$ cat src/rtl/cvtb_fifo_ctrl_if.sv
// Signal bundle between the FIFO/SRAM buffer controller and its surroundings:
// NetFPGA ingress/egress, processor memory port, buffer RAM control and status.
interface cvtb_fifo_ctrl_if #(
  parameter int ADDR_W = 8
);
  logic              in_wr;
  logic              in_first;
  logic              in_last;
  logic              in_rdy;
  logic              out_rdy;
  logic              out_valid;
  logic              out_first;
  logic              out_last;
  logic [ADDR_W-1:0] proc_addr;
  logic              proc_we;
  logic              proc_done;
  logic [ADDR_W-1:0] mem_addr;
  logic              mem_we;
  logic              mem_src;
  logic [1:0]        state;
  logic [ADDR_W:0]   pkt_len;
  logic              ovf;

  modport master (
    output in_wr, in_first, in_last, out_rdy, proc_addr, proc_we, proc_done,
    input  in_rdy, out_valid, out_first, out_last, mem_addr, mem_we, mem_src,
           state, pkt_len, ovf
  );

  modport slave (
    input  in_wr, in_first, in_last, out_rdy, proc_addr, proc_we, proc_done,
    output in_rdy, out_valid, out_first, out_last, mem_addr, mem_we, mem_src,
           state, pkt_len, ovf
  );
endinterface

$ cat src/rtl/cvtb_fifo_ctrl.sv
// Sequencer for the convertible FIFO/SRAM packet buffer: receive one packet,
// lend the buffer to the processor, then drain it out in order.
module cvtb_fifo_ctrl #(
  parameter int ADDR_W = 8
) (
  input  logic            clk,
  input  logic            rst,
  cvtb_fifo_ctrl_if.slave bus
);

  typedef enum logic [1:0] {IDLE = 2'd0, RECV = 2'd1, PROC = 2'd2, DRAIN = 2'd3} state_t;

  localparam logic [ADDR_W:0] DEPTH = {1'b1, {ADDR_W{1'b0}}};
  localparam logic [ADDR_W:0] ONE   = {{ADDR_W{1'b0}}, 1'b1};

  state_t            state_reg, state_next;
  logic [ADDR_W:0]   wr_ptr_reg, wr_ptr_next;
  logic [ADDR_W:0]   rd_ptr_reg, rd_ptr_next;
  logic [ADDR_W:0]   pkt_len_reg, pkt_len_next;
  logic              ovf_reg, ovf_next;
  logic              in_rdy_reg, in_rdy_next;
  logic              out_valid_reg, out_valid_next;
  logic              out_first_reg, out_first_next;
  logic              out_last_reg, out_last_next;
  logic [ADDR_W-1:0] mem_addr;
  logic              mem_we;
  logic              mem_src;
  logic              full;
  logic              start;
  logic              issue;

  assign full  = (wr_ptr_reg == DEPTH);
  assign start = bus.in_wr && bus.in_first;

  always_ff @(posedge clk or negedge rst) begin
    if (!rst) begin
      state_reg <= IDLE;
    end else begin
      state_reg <= state_next;
    end
  end

  always_comb begin
    state_next = state_reg;
    case (state_reg)
      IDLE:  if (start) state_next = bus.in_last ? PROC : RECV;
      RECV:  if (bus.in_wr && bus.in_last) state_next = PROC;
      PROC:  if (bus.proc_done) state_next = DRAIN;
      DRAIN: if (out_last_reg) state_next = IDLE;
      default: state_next = IDLE;
    endcase
  end

  always_comb begin
    mem_addr     = '0;
    mem_we       = 1'b0;
    mem_src      = 1'b0;
    issue        = 1'b0;
    wr_ptr_next  = wr_ptr_reg;
    rd_ptr_next  = rd_ptr_reg;
    pkt_len_next = pkt_len_reg;
    ovf_next     = ovf_reg;
    case (state_reg)
      IDLE: begin
        mem_we = start;
        if (start) begin
          wr_ptr_next = ONE;
          ovf_next    = 1'b0;
          if (bus.in_last) pkt_len_next = ONE;
        end
      end
      RECV: begin
        mem_addr = wr_ptr_reg[ADDR_W-1:0];
        mem_we   = bus.in_wr && !full;
        if (bus.in_wr) begin
          if (full) ovf_next = 1'b1;
          else      wr_ptr_next = wr_ptr_reg + ONE;
          // A dropped last word does not count toward the stored length.
          if (bus.in_last) pkt_len_next = full ? DEPTH : wr_ptr_reg + ONE;
        end
      end
      PROC: begin
        mem_addr = bus.proc_addr;
        mem_we   = bus.proc_we;
        mem_src  = 1'b1;
        if (bus.proc_done) rd_ptr_next = '0;
      end
      DRAIN: begin
        mem_addr = rd_ptr_reg[ADDR_W-1:0];
        issue    = bus.out_rdy && (rd_ptr_reg < pkt_len_reg);
        if (issue) rd_ptr_next = rd_ptr_reg + ONE;
      end
      default: ;
    endcase
    // Egress flags line up with the synchronous RAM's one-cycle read latency.
    out_valid_next = issue;
    out_first_next = issue && (rd_ptr_reg == '0);
    out_last_next  = issue && (rd_ptr_reg == pkt_len_reg - ONE);
    in_rdy_next    = (state_next == IDLE) || (state_next == RECV);
  end

  always_ff @(posedge clk or negedge rst) begin
    if (!rst) begin
      wr_ptr_reg    <= '0;
      rd_ptr_reg    <= '0;
      pkt_len_reg   <= '0;
      ovf_reg       <= 1'b0;
      in_rdy_reg    <= 1'b0;
      out_valid_reg <= 1'b0;
      out_first_reg <= 1'b0;
      out_last_reg  <= 1'b0;
    end else begin
      wr_ptr_reg    <= wr_ptr_next;
      rd_ptr_reg    <= rd_ptr_next;
      pkt_len_reg   <= pkt_len_next;
      ovf_reg       <= ovf_next;
      in_rdy_reg    <= in_rdy_next;
      out_valid_reg <= out_valid_next;
      out_first_reg <= out_first_next;
      out_last_reg  <= out_last_next;
    end
  end

  assign bus.mem_addr  = mem_addr;
  assign bus.mem_we    = mem_we;
  assign bus.mem_src   = mem_src;
  assign bus.state     = state_reg;
  assign bus.pkt_len   = pkt_len_reg;
  assign bus.ovf       = ovf_reg;
  assign bus.in_rdy    = in_rdy_reg;
  assign bus.out_valid = out_valid_reg;
  assign bus.out_first = out_first_reg;
  assign bus.out_last  = out_last_reg;

endmodule

$ cat src/flat_wrapper.sv
// flat-port wrapper written by rule: the top's interface ports become plain ports
module cvtb_fifo_ctrl_flat 
#(
  parameter int ADDR_W = 8
)
  (clk, rst, bus_in_wr, bus_in_first, bus_in_last, bus_out_rdy, bus_proc_addr, bus_proc_we, bus_proc_done, bus_in_rdy, bus_out_valid, bus_out_first, bus_out_last, bus_mem_addr, bus_mem_we, bus_mem_src, bus_state, bus_pkt_len, bus_ovf);
  cvtb_fifo_ctrl_if #(.ADDR_W(ADDR_W)) bus_i ();
  input  logic clk;
  input  logic rst;
  input wire logic [$bits(bus_i.in_wr)-1:0] bus_in_wr;
  input wire logic [$bits(bus_i.in_first)-1:0] bus_in_first;
  input wire logic [$bits(bus_i.in_last)-1:0] bus_in_last;
  input wire logic [$bits(bus_i.out_rdy)-1:0] bus_out_rdy;
  input wire logic [$bits(bus_i.proc_addr)-1:0] bus_proc_addr;
  input wire logic [$bits(bus_i.proc_we)-1:0] bus_proc_we;
  input wire logic [$bits(bus_i.proc_done)-1:0] bus_proc_done;
  output wire logic [$bits(bus_i.in_rdy)-1:0] bus_in_rdy;
  output wire logic [$bits(bus_i.out_valid)-1:0] bus_out_valid;
  output wire logic [$bits(bus_i.out_first)-1:0] bus_out_first;
  output wire logic [$bits(bus_i.out_last)-1:0] bus_out_last;
  output wire logic [$bits(bus_i.mem_addr)-1:0] bus_mem_addr;
  output wire logic [$bits(bus_i.mem_we)-1:0] bus_mem_we;
  output wire logic [$bits(bus_i.mem_src)-1:0] bus_mem_src;
  output wire logic [$bits(bus_i.state)-1:0] bus_state;
  output wire logic [$bits(bus_i.pkt_len)-1:0] bus_pkt_len;
  output wire logic [$bits(bus_i.ovf)-1:0] bus_ovf;
  assign bus_i.in_wr = bus_in_wr;
  assign bus_i.in_first = bus_in_first;
  assign bus_i.in_last = bus_in_last;
  assign bus_i.out_rdy = bus_out_rdy;
  assign bus_i.proc_addr = bus_proc_addr;
  assign bus_i.proc_we = bus_proc_we;
  assign bus_i.proc_done = bus_proc_done;
  assign bus_in_rdy = bus_i.in_rdy;
  assign bus_out_valid = bus_i.out_valid;
  assign bus_out_first = bus_i.out_first;
  assign bus_out_last = bus_i.out_last;
  assign bus_mem_addr = bus_i.mem_addr;
  assign bus_mem_we = bus_i.mem_we;
  assign bus_mem_src = bus_i.mem_src;
  assign bus_state = bus_i.state;
  assign bus_pkt_len = bus_i.pkt_len;
  assign bus_ovf = bus_i.ovf;
  cvtb_fifo_ctrl #(.ADDR_W(ADDR_W)) u_core (.clk(clk), .rst(rst), .bus(bus_i));
endmodule
$ cat config.mk
export PLATFORM = sky130hd
export DESIGN_NAME = cvtb_fifo_ctrl_flat
export DESIGN_NICKNAME = d
export VERILOG_FILES = /design/src/rtl/cvtb_fifo_ctrl_if.sv /design/src/rtl/cvtb_fifo_ctrl.sv /design/src/flat_wrapper.sv
export SDC_FILE = /design/constraint.sdc
export NUM_CORES = 1
export LEC_CHECK = 0
export ABC_AREA = 1
export BUFFER_PORTS_ARGS = -buffer_cell sky130_fd_sc_hd__buf_4
export CORE_ASPECT_RATIO = 1.4
export CORE_UTILIZATION = 50
export DETAILED_ROUTE_END_ITERATION = 6
export PLACE_DENSITY = 0.77
export SYNTH_ARGS = -nofsm -noshare
export SYNTH_HDL_FRONTEND = slang
export SYNTH_SLANG_ARGS = --single-unit
$ cat constraint.sdc
create_clock -name clk -period 1.9 [get_ports clk]
set_input_delay 0.095 -clock clk [delete_from_list [all_inputs] [get_ports clk]]
set_output_delay 0.095 -clock clk [all_outputs]
set_load 0.01 [all_outputs]
==> flow_summary.ini, run 1 <==
[clock_tree]
clockBufferDepth = 2
numCtsBuffers = 5
clk_pin_slew_ns = 0.07
clock_latency_ns = 0.29
root_buffer = clkbuf_8
h-tree-depth = 2
cts_num_sinks = 34
cts_tree = done

[synth]
synth_area_per_cell_um2 = 7.155
synth_cells = 345
async_flop_share = 1.000
synth_ff_type = dfrtp_1
yosysSeqAreaShare = 0.3447
ys_warn_count = 0
synthDistinctLibCells = 34
synth_nets = 375
ys_ff_latch = 34
syn_area_um2 = 2469
synth_edf_count = 0

[timing]
fin_crit_sh = 0.9818
finalSetupViolCount = 0
layout_min_cycle_time_ns = 1.865
max_freq_mhz = 536.1
slew_violations = 0
postLayoutSetupSlackWorst_ns = 0.03453
worst_pin_slew_ns = 0.4454
hold_violations = 0
hold_ws_ns = 0.1201
rsz0062_at_grt = true
relSlewSlack = 0.7031
fin_worst_skew_ns = 0.007168

[die]
rows = 29
io_pins = 42
die_area_um2 = 5226
chipHeight_um = 85.14
initial_core_util = 0.5315
die_w_um = 61.39
core_um2 = 4644

[placement]
place.gp.congestion = 0.9676
dp_hpwl_um = 5223
placed_area_um2 = 2935
io_buffers = 41
dp_slack_ns = 0.1373

[setup_path]
r2r_cells = 12
required_ns = 1.80
end_kind = output pin
worstSetupPathType = flop to output pin
arrival_ns = 1.77
cp_max_fo = 5
path_cells = inv_2 -> ha_1 -> nand4_1 -> or2_4 -> nand2_4 -> inv_4 -> a211o_2 -> buf_4
slowest_delay_ns = 0.40
critPathSlowestCell = dfrtp_1
cp-start-kind = flop

[finish]
layout-drive-gt1-share = 0.2282
finalInstanceArea_um2 = 3162
num_antenna_cells = 0
syn_to_final_growth_pct = 28.08
finish.utilization = 0.6808
final_cell_mix = nand2_1 (99), buf_4 (68), inv_1 (44)
nets = 441
final_common_cell = nand2_1

[power]
cellInternalPower_mw = 2.653
p_comb_frac = 0.593
clockPowerShare = 0.173
ir_worst_vdd_uv = 973.2
fin_total_pwr_mw = 4.723
p_leak_nw = 1.666
swShare = 0.4383
power_density_nw_per_um2 = 1494
p_sw_mw = 2.070
seqPwrFrac = 0.234

[grt]
overflow = 0
grt_max_degree = 35
track_usage = 0.2841
antenna_found_initial = 0
grt_pass1_wl_um = 11080
grt_pass1_vias = 2422

[outcome]
status = completed

[detailed_routing]
wl_met1_um = 2663
drcViolationCount = 0
wl_met3_um = 428
wl_um = 6892
dr_total_vias = 2559
wire_per_inst_um = 14.54
viasPerCell = 5.399
drtIter0Drc = 85
drt-pass1-iter-count = 4
antenna_left = 0
highest_layer = met4
route.met2.wl_um = 3472

[worst_hold_path]
hp-class = input port to flop
min_path_cells = 3

[run]
cap_violations = 0
final timing paths:
check	startpoint	to	slack, ns
max	u_core.wr_ptr_reg[0]	bus_mem_we	0.03
min	bus_in_last	u_core.bus.pkt_len[7]	0.12
max reg2reg	u_core.bus.pkt_len[1]	u_core.bus.out_last	0.12
min reg2reg	u_core.wr_ptr_reg[7]	u_core.wr_ptr_reg[7]	0.49
max in group asynchronous	rst	u_core.wr_ptr_reg[4]	1.28
min in group asynchronous	rst	u_core.wr_ptr_reg[3]	0.28
critical path: cells and delay by family (launching register included):
| kind | cells | cell delay, ns |
|---|---|---|
| simple gates | 3 | 0.44 |
| flops | 1 | 0.40 |
| fa+ha+maj | 1 | 0.14 |
| buf+inv | 3 | 0.25 |
| compound gates | 1 | 0.26 |
Yosys cell counts, types with 2 or more instances:
master | number | area share
o21ai_2 | 4 | 0.014
inv_1 | 46 | 0.070
nor3_1 | 6 | 0.012
xor2_1 | 10 | 0.035
ha_1 | 14 | 0.071
buf_2 | 4 | 0.0081
nand3_1 | 27 | 0.055
o22ai_1 | 6 | 0.015
o21ai_0 | 8 | 0.016
nor3b_1 | 3 | 0.0091
xnor2_1 | 2 | 0.0071
a21oi_1 | 5 | 0.010
clkbuf_1 | 4 | 0.0061
nand4_1 | 7 | 0.018
o221ai_1 | 8 | 0.028
nand2_2 | 2 | 0.0051
nor2_1 | 40 | 0.061
dfrtp_1 | 34 | 0.34
nand2_1 | 100 | 0.15
cells by family (layout without fill, tap and decap cells):
logic type,Yosys count,in the layout,synth area share
compound gates,37,37,0.1100
xor+xnor,13,13,0.05170
fa+ha+maj,14,14,0.07096
buf+inv,57,124,0.09326
flops,34,34,0.3447
simple gates,190,190,0.3294
through the flow:
step	cells	TNS, ns
floorplan	345	0
global placement	456	0
detailed placement	456	0
CTS	469	0
global route	474	-0.02123
finish	474	0
routing by layer:
metal | track usage | vias to the layer above
li1 | - | 1246
met3 | 0.04573 | 29
met1 | 0.3382 | 1170
met4 | 0.1677 | 0
met2 | 0.4664 | 114
met5 | 0 | -
layout make-up:
| cell class | instances | area, µm² |
|---|---|---|
| Clock buffer | 5 | 68.82 |
| Clock inverter | 3 | 68.82 |
| Fill cell | 440 | 1483 |
| Inverter | 47 | 178.9 |
| Multi-Input combinational cell | 254 | 1395 |
| Sequential cell | 34 | 852.1 |
| Tap cell | 62 | 77.57 |
| Timing Repair Buffer | 69 | 520.5 |
repair_timing:
item                                   in CTS  in global routing
gates resized for setup                     3                  3
setup endpoints to repair                   1                  6
pin swaps                                   2                  1
endpoints found under the hold margin      34                  0
setup buffers                               4                  5
gates cloned                                0                  0
hold buffers                                1                  0
power groups by stage:
stage                     logic, mW  clock network [mW]  registers, mW
final                          2.80               0.817           1.10
after global routing           3.09               0.854           1.12
after CTS                      2.71               0.824           1.10
after detailed placement       2.62                   0           1.12
after global placement         2.57                   0           1.11
after floorplan                1.59                   0           1.17
Power figures use the tool's default switching activity.
==> run 2: changes to the inputs <==
--- a/config.mk
+++ b/config.mk
@@ -10,7 +10,7 @@
 export CORE_ASPECT_RATIO = 1.4
 export CORE_UTILIZATION = 50
 export DETAILED_ROUTE_END_ITERATION = 6
-export PLACE_DENSITY = 0.77
+export PLACE_DENSITY = 0.8
 export SYNTH_ARGS = -nofsm -noshare
 export SYNTH_HDL_FRONTEND = slang
 export SYNTH_SLANG_ARGS = --single-unit
==> constraint.sdc (replaced) <==
create_clock -name clk -period 1.6 [get_ports clk]
set_input_delay 0.08 -clock clk [delete_from_list [all_inputs] [get_ports clk]]
set_output_delay 0.08 -clock clk [all_outputs]
set_load 0.01 [all_outputs]
==> run 2 against run 1 <==
  * The run now ends with negative setup slack left
  * Worst hold slack gained 0.0055 ns
  * Clock skew shrank 0.0028 ns
  * First-iteration DRC count grew to 3.3 times the previous value
  * Clock power shrank 16%
  * Sequential power grew 20%
  * Worst setup slack lost 0.32 ns
  * Final cell count grew 9.5%
  * Wire length grew 42%
  * Register-to-register slack lost 0.36 ns
  * Largest power group unchanged
  * Highest routed layer unchanged
==> flow_summary.ini, run 2 (synthesis gave the netlist of run 1 again) <==
[timing]
fin_worst_skew_ns = 0.004402
finalSetupViolCount = 26
fin_crit_sh = 1.180
rsz0062_at_grt = true
slew_violations = 0
hold_violations = 0
worst_pin_slew_ns = 0.4756
max_freq_mhz = 529.7
postLayoutSetupSlackWorst_ns = -0.2877
relSlewSlack = 0.6829
layout_min_cycle_time_ns = 1.888

[clock_tree]
clk_pin_slew_ns = 0.07
numCtsBuffers = 5
root_buffer = clkbuf_8
cts_tree = done
clock_latency_ns = 0.29
cts_num_sinks = 34
h-tree-depth = 2
clockBufferDepth = 2

[power]
clockPowerShare = 0.100
ir_worst_vdd_uv = 1146
power_density_nw_per_um2 = 1779
p_sw_mw = 3.166
p_leak_nw = 1.913
cellInternalPower_mw = 3.660
fin_total_pwr_mw = 6.826
seqPwrFrac = 0.193
swShare = 0.4638
p_comb_frac = 0.707

[grt]
grt_pass1_wl_um = 12750
overflow = 0
grt_pass1_vias = 2764
track_usage = 0.3335
grt_max_degree = 35
antenna_found_initial = 0

[outcome]
violations = negative setup slack
status = finished, violations left

[finish]
nets = 486
layout-drive-gt1-share = 0.4420
final_common_cell = buf_4
syn_to_final_growth_pct = 55.45
multiInputGateArea_um2 = 1707
stdcell_count = 519
num_antenna_cells = 0
register_area_um2 = 854.6
fillCellCount = 266
final_cell_mix = buf_4 (101), nand2_1 (84), inv_1 (35)
finish.utilization = 0.8262

[die]
core_um2 = 4644
io_pins = 42
die_area_um2 = 5226
chipHeight_um = 85.14
rows = 29
initial_core_util = 0.5315
die_w_um = 61.39

[detailed_routing]
drt-pass1-iter-count = 5
viasPerCell = 6.008
drcViolationCount = 0
drtIter0Drc = 282
antenna_left = 0
dr_total_vias = 3118
wl_um = 9778
wire_per_inst_um = 18.84

[placement]
io_buffers = 41
dp_cells = 483
dp_hpwl_um = 5666
place.gp.congestion = 0.9235

[setup_path]
rrSetupSlack_ns = -0.24
worstSetupPathType = flop to output pin
end_kind = output pin
reg2reg_to = u_core.wr_ptr_reg[8]
r2r_cells = 10
crit-reg2reg-launch = u_core.wr_ptr_reg[0]
required_ns = 1.52
arrival_ns = 1.81
crit_start = u_core.wr_ptr_reg[0]
cp-start-kind = flop
cp-endpoint = bus_mem_we
cp_max_fo = 2

[worst_hold_path]
hp-class = input port to flop

[run]
cap_violations = 0
run 2: final cells by class:
type / count / share of cell area
inverter: 47 / 0.04663
sequential: 34 / 0.2227
multi-input combinational: 254 / 0.4447
timing repair buffer: 114 / 0.2419
clock inverter: 1 / 0.001304
clock buffer: 7 / 0.02250
tap: 62 / 0.02022
run 2: timing repair:
item	CTS	global route
hold buffers	1	0
hold endpoints to repair	34	0
pin swaps	12	28
gates cloned	1	2
endpoints found under the setup margin	15	40
resized for setup	23	70
buffers inserted	14	12
run 2: worst min path at each step:
stage                startpoint               endpoint  slack (ns)  depth (start not counted)
global route        bus_in_last  u_core.bus.pkt_len[3]        0.13                          3
floorplan                   rst      u_core.bus.in_rdy       -0.22                          0
global placement            rst   u_core.wr_ptr_reg[3]        0.06                          1
CTS                 bus_in_last  u_core.bus.pkt_len[2]        0.08                          3
finish              bus_in_last  u_core.bus.pkt_len[2]        0.13                          3
detailed placement          rst   u_core.wr_ptr_reg[6]        0.06                          1
run 2: power groups by stage:
stage                     clock (mW)  combinational (mW)  sequential (mW)
after floorplan                    0                1.92             1.40
after global placement             0                3.44             1.27
after detailed placement           0                3.51             1.28
after CTS                      0.671                3.91             1.28
after global routing           0.708                5.14             1.33
final                          0.684                4.82             1.32
run 2: per-stage QoR:
step | TNS [ns] | setup slack (ns) | instance area (µm²) | hold slack (ns)
3_3_place_gp | -0.07741 | -0.07741 | 3157 | 0.05723
5_1_grt | -4.716 | -0.3085 | 3837 | 0.1330
4_1_cts | -0.8641 | -0.2304 | 3480 | 0.07732
6_report | -3.122 | -0.2877 | 3837 | 0.1256
2_1_floorplan | 0 | 0.01153 | 2490 | -0.2156
3_5_place_dp | -0.3756 | -0.08914 | 3157 | 0.05841
run 2: routing by layer:
metal / vias to the layer above / wire [µm] / track usage / part of all wire
met2: 226 / 4942 / 0.5583 / 0.51
met5: - / 0 / 0 / 0
met4: 0 / 719 / 0.1919 / 0.074
met3: 66 / 822 / 0.05030 / 0.084
met1: 1483 / 3294 / 0.3913 / 0.34
li1: 1343 / - / - / -
run 2: worst max-delay path, cell delays in order, from the launching register on:
cell	delay [ns]
dfrtp_1	0.41
inv_2	0.09
ha_4	0.12
nand4_1	0.11
or2_4	0.28
nand2_4	0.07
inv_2	0.04
a211o_2	0.27
buf_6	0.12
==> run 3: changes to the inputs <==
--- a/config.mk
+++ b/config.mk
@@ -8,9 +8,11 @@
 export ABC_AREA = 1
 export BUFFER_PORTS_ARGS = -buffer_cell sky130_fd_sc_hd__buf_4
 export CORE_ASPECT_RATIO = 1.4
-export CORE_UTILIZATION = 50
+export CORE_UTILIZATION = 51
 export DETAILED_ROUTE_END_ITERATION = 6
-export PLACE_DENSITY = 0.8
+export GPL_TIMING_DRIVEN = 0
+export PLACE_DENSITY = 0.81
+export SLEW_MARGIN = 0
 export SYNTH_ARGS = -nofsm -noshare
 export SYNTH_HDL_FRONTEND = slang
 export SYNTH_SLANG_ARGS = --single-unit
==> run 3 against run 2 <==
  * Design area grew 0.68%
  * Wire length up 10%
  * Count of clock-buffer cells in the layout is 2 lower
  * Sequential share of layout area grew 0.14 points
  * Sequential power is 7% higher
  * Global-route usage decreased by 2.3 points
  * Clock power grew 46%
  * Via count grew 3.8%
  * Highest routed layer unchanged
  * Critical path depth down 1
  * Fmax barely moved
  * Clock skew is 0.0053 ns higher
  * The run still ends with negative setup slack left
  * Register-to-register slack worse by 0.02 ns
==> flow_summary.ini, run 3 (synthesis gave the netlist of run 1 again) <==
[outcome]
status = finished, violations left
violations = negative setup slack

[placement]
dp_cells = 448
placed_area_um2 = 2875
dp_slack_ns = -0.2294
place.gp.congestion = 0.9345
dp_hpwl_um = 4999
io_buffers = 41

[timing]
relSlewSlack = 0.6905
layout_min_cycle_time_ns = 1.888
hold_violations = 0
postLayoutSetupSlackWorst_ns = -0.2882
fin_crit_sh = 1.180
slew_violations = 0
finalSetupViolCount = 26
worst_pin_slew_ns = 0.4643
setup_tns_ns = -3.802
fin_worst_skew_ns = 0.009669
rsz0062_at_grt = true
max_freq_mhz = 529.6

[clock_tree]
root_buffer = clkbuf_8
numCtsBuffers = 5
cts_tree = done
clk_pin_slew_ns = 0.08
clock_latency_ns = 0.30
h-tree-depth = 2
cts_num_sinks = 34
clockBufferDepth = 2

[finish]
nets = 479
final_common_cell = buf_4
fillCellCount = 246
layout-drive-gt1-share = 0.4778
finalInstanceArea_um2 = 3864
stdcell_count = 512
finish.utilization = 0.8384
final_cell_mix = buf_4 (92), nand2_1 (83), inv_1 (30), nor2_1 (30), dfrtp_1 (22)
num_antenna_cells = 0
syn_to_final_growth_pct = 56.51

[grt]
grt_pass1_vias = 2757
grt_max_degree = 35
track_usage = 0.3110
grt_pass1_wl_um = 11900
antenna_found_initial = 0
overflow = 0

[run]
cap_violations = 0

[die]
die_area_um2 = 5127
chipHeight_um = 84.32
io_pins = 42
core_um2 = 4608
initial_core_util = 0.5357
die_w_um = 60.80
rows = 29

[detailed_routing]
drcViolationCount = 0
drtIter0Drc = 395
viasPerCell = 6.318
wl_um = 10770
drt-pass1-iter-count = 7
antenna_left = 0
wire_per_inst_um = 21.03
dr_total_vias = 3235

[setup_path]
required_ns = 1.52
cp_max_fo = 5
worstSetupPathType = flop to output pin
rrSetupSlack_ns = -0.26
arrival_ns = 1.81
end_kind = output pin
cp-start-kind = flop

[power]
ir_worst_vdd_uv = 1123
power_density_nw_per_um2 = 1883
p_leak_nw = 1.893

[worst_hold_path]
hp-class = input port to flop
==> run 3: cell types whose count changed in the layout (fill, tap and decap cells not counted), sizes merged <==
cell,before,now
buf,112,105
bufinv,0,2
clkbuf,7,6
clkdlybuf4s15,1,0
clkinvlp,0,1
inv,47,46
==> run 3: metal layers <==
layer  vias to the layer above  global-route usage  part of all wire
li1                       1333                   -                 -
met1                      1497              0.3446              0.34
met2                       290              0.5245              0.48
met3                       115             0.05239             0.089
met4                         0              0.2045             0.096
met5                         -                   0                 0
==> run 3: final timing paths <==
path                                       from                    end  cells past startpoint
max                        u_core.wr_ptr_reg[2]             bus_mem_we                      7
min                                 bus_in_last  u_core.bus.pkt_len[1]                      3
max reg2reg                u_core.wr_ptr_reg[2]   u_core.wr_ptr_reg[6]                      9
min reg2reg                      u_core.bus.ovf         u_core.bus.ovf                      1
max in group asynchronous                   rst  u_core.bus.pkt_len[2]                      2
min in group asynchronous                   rst   u_core.wr_ptr_reg[1]                      2
==> run 3: metrics by stage <==
| step | total power, mW | hold WS [ns] |
|---|---|---|
| 6_report | 7.275 | 0.1307 |
| 5_1_grt | 7.590 | 0.1404 |
| 4_1_cts | 5.918 | 0.09066 |
| 3_5_place_dp | 4.269 | 0.05611 |
| 3_3_place_gp | 4.199 | 0.05247 |
| 2_1_floorplan | 3.315 | -0.2156 |
==> run 3: final cells by class <==
cell class | instances | area, µm² | area share
Buffer | 9 | 71.32 | 0.01846
Clock buffer | 5 | 68.82 | 0.01781
Clock inverter | 3 | 68.82 | 0.01781
Inverter | 47 | 195.2 | 0.05052
Multi-Input combinational cell | 254 | 1748 | 0.4524
Sequential cell | 34 | 865.8 | 0.2241
Tap cell | 62 | 77.57 | 0.02008
Timing Repair Buffer | 98 | 768.2 | 0.1988
==> run 3: worst max-delay path, stage by stage (launching register included) <==
cell and delay (ns):
dfrtp_1 0.47, inv_1 0.13, nand4_1 0.12, or2_4 0.29
nand2_4 0.08, inv_4 0.04, a211o_4 0.26, buf_6 0.12
==> run 3: what timing repair did <==
item,in CTS,in global routing
pin swaps,23,21
buffers inserted,25,30
gates resized for setup,63,68
gates cloned,2,0
setup endpoints to repair,39,41
hold endpoints to repair,34,0
hold buffers,1,0
==> run 3: report_power, final <==
group / internal [mW] / switching (mW)
logic: 2.13 / 2.73
clock network: 0.625 / 0.375
registers: 1.10 / 0.308
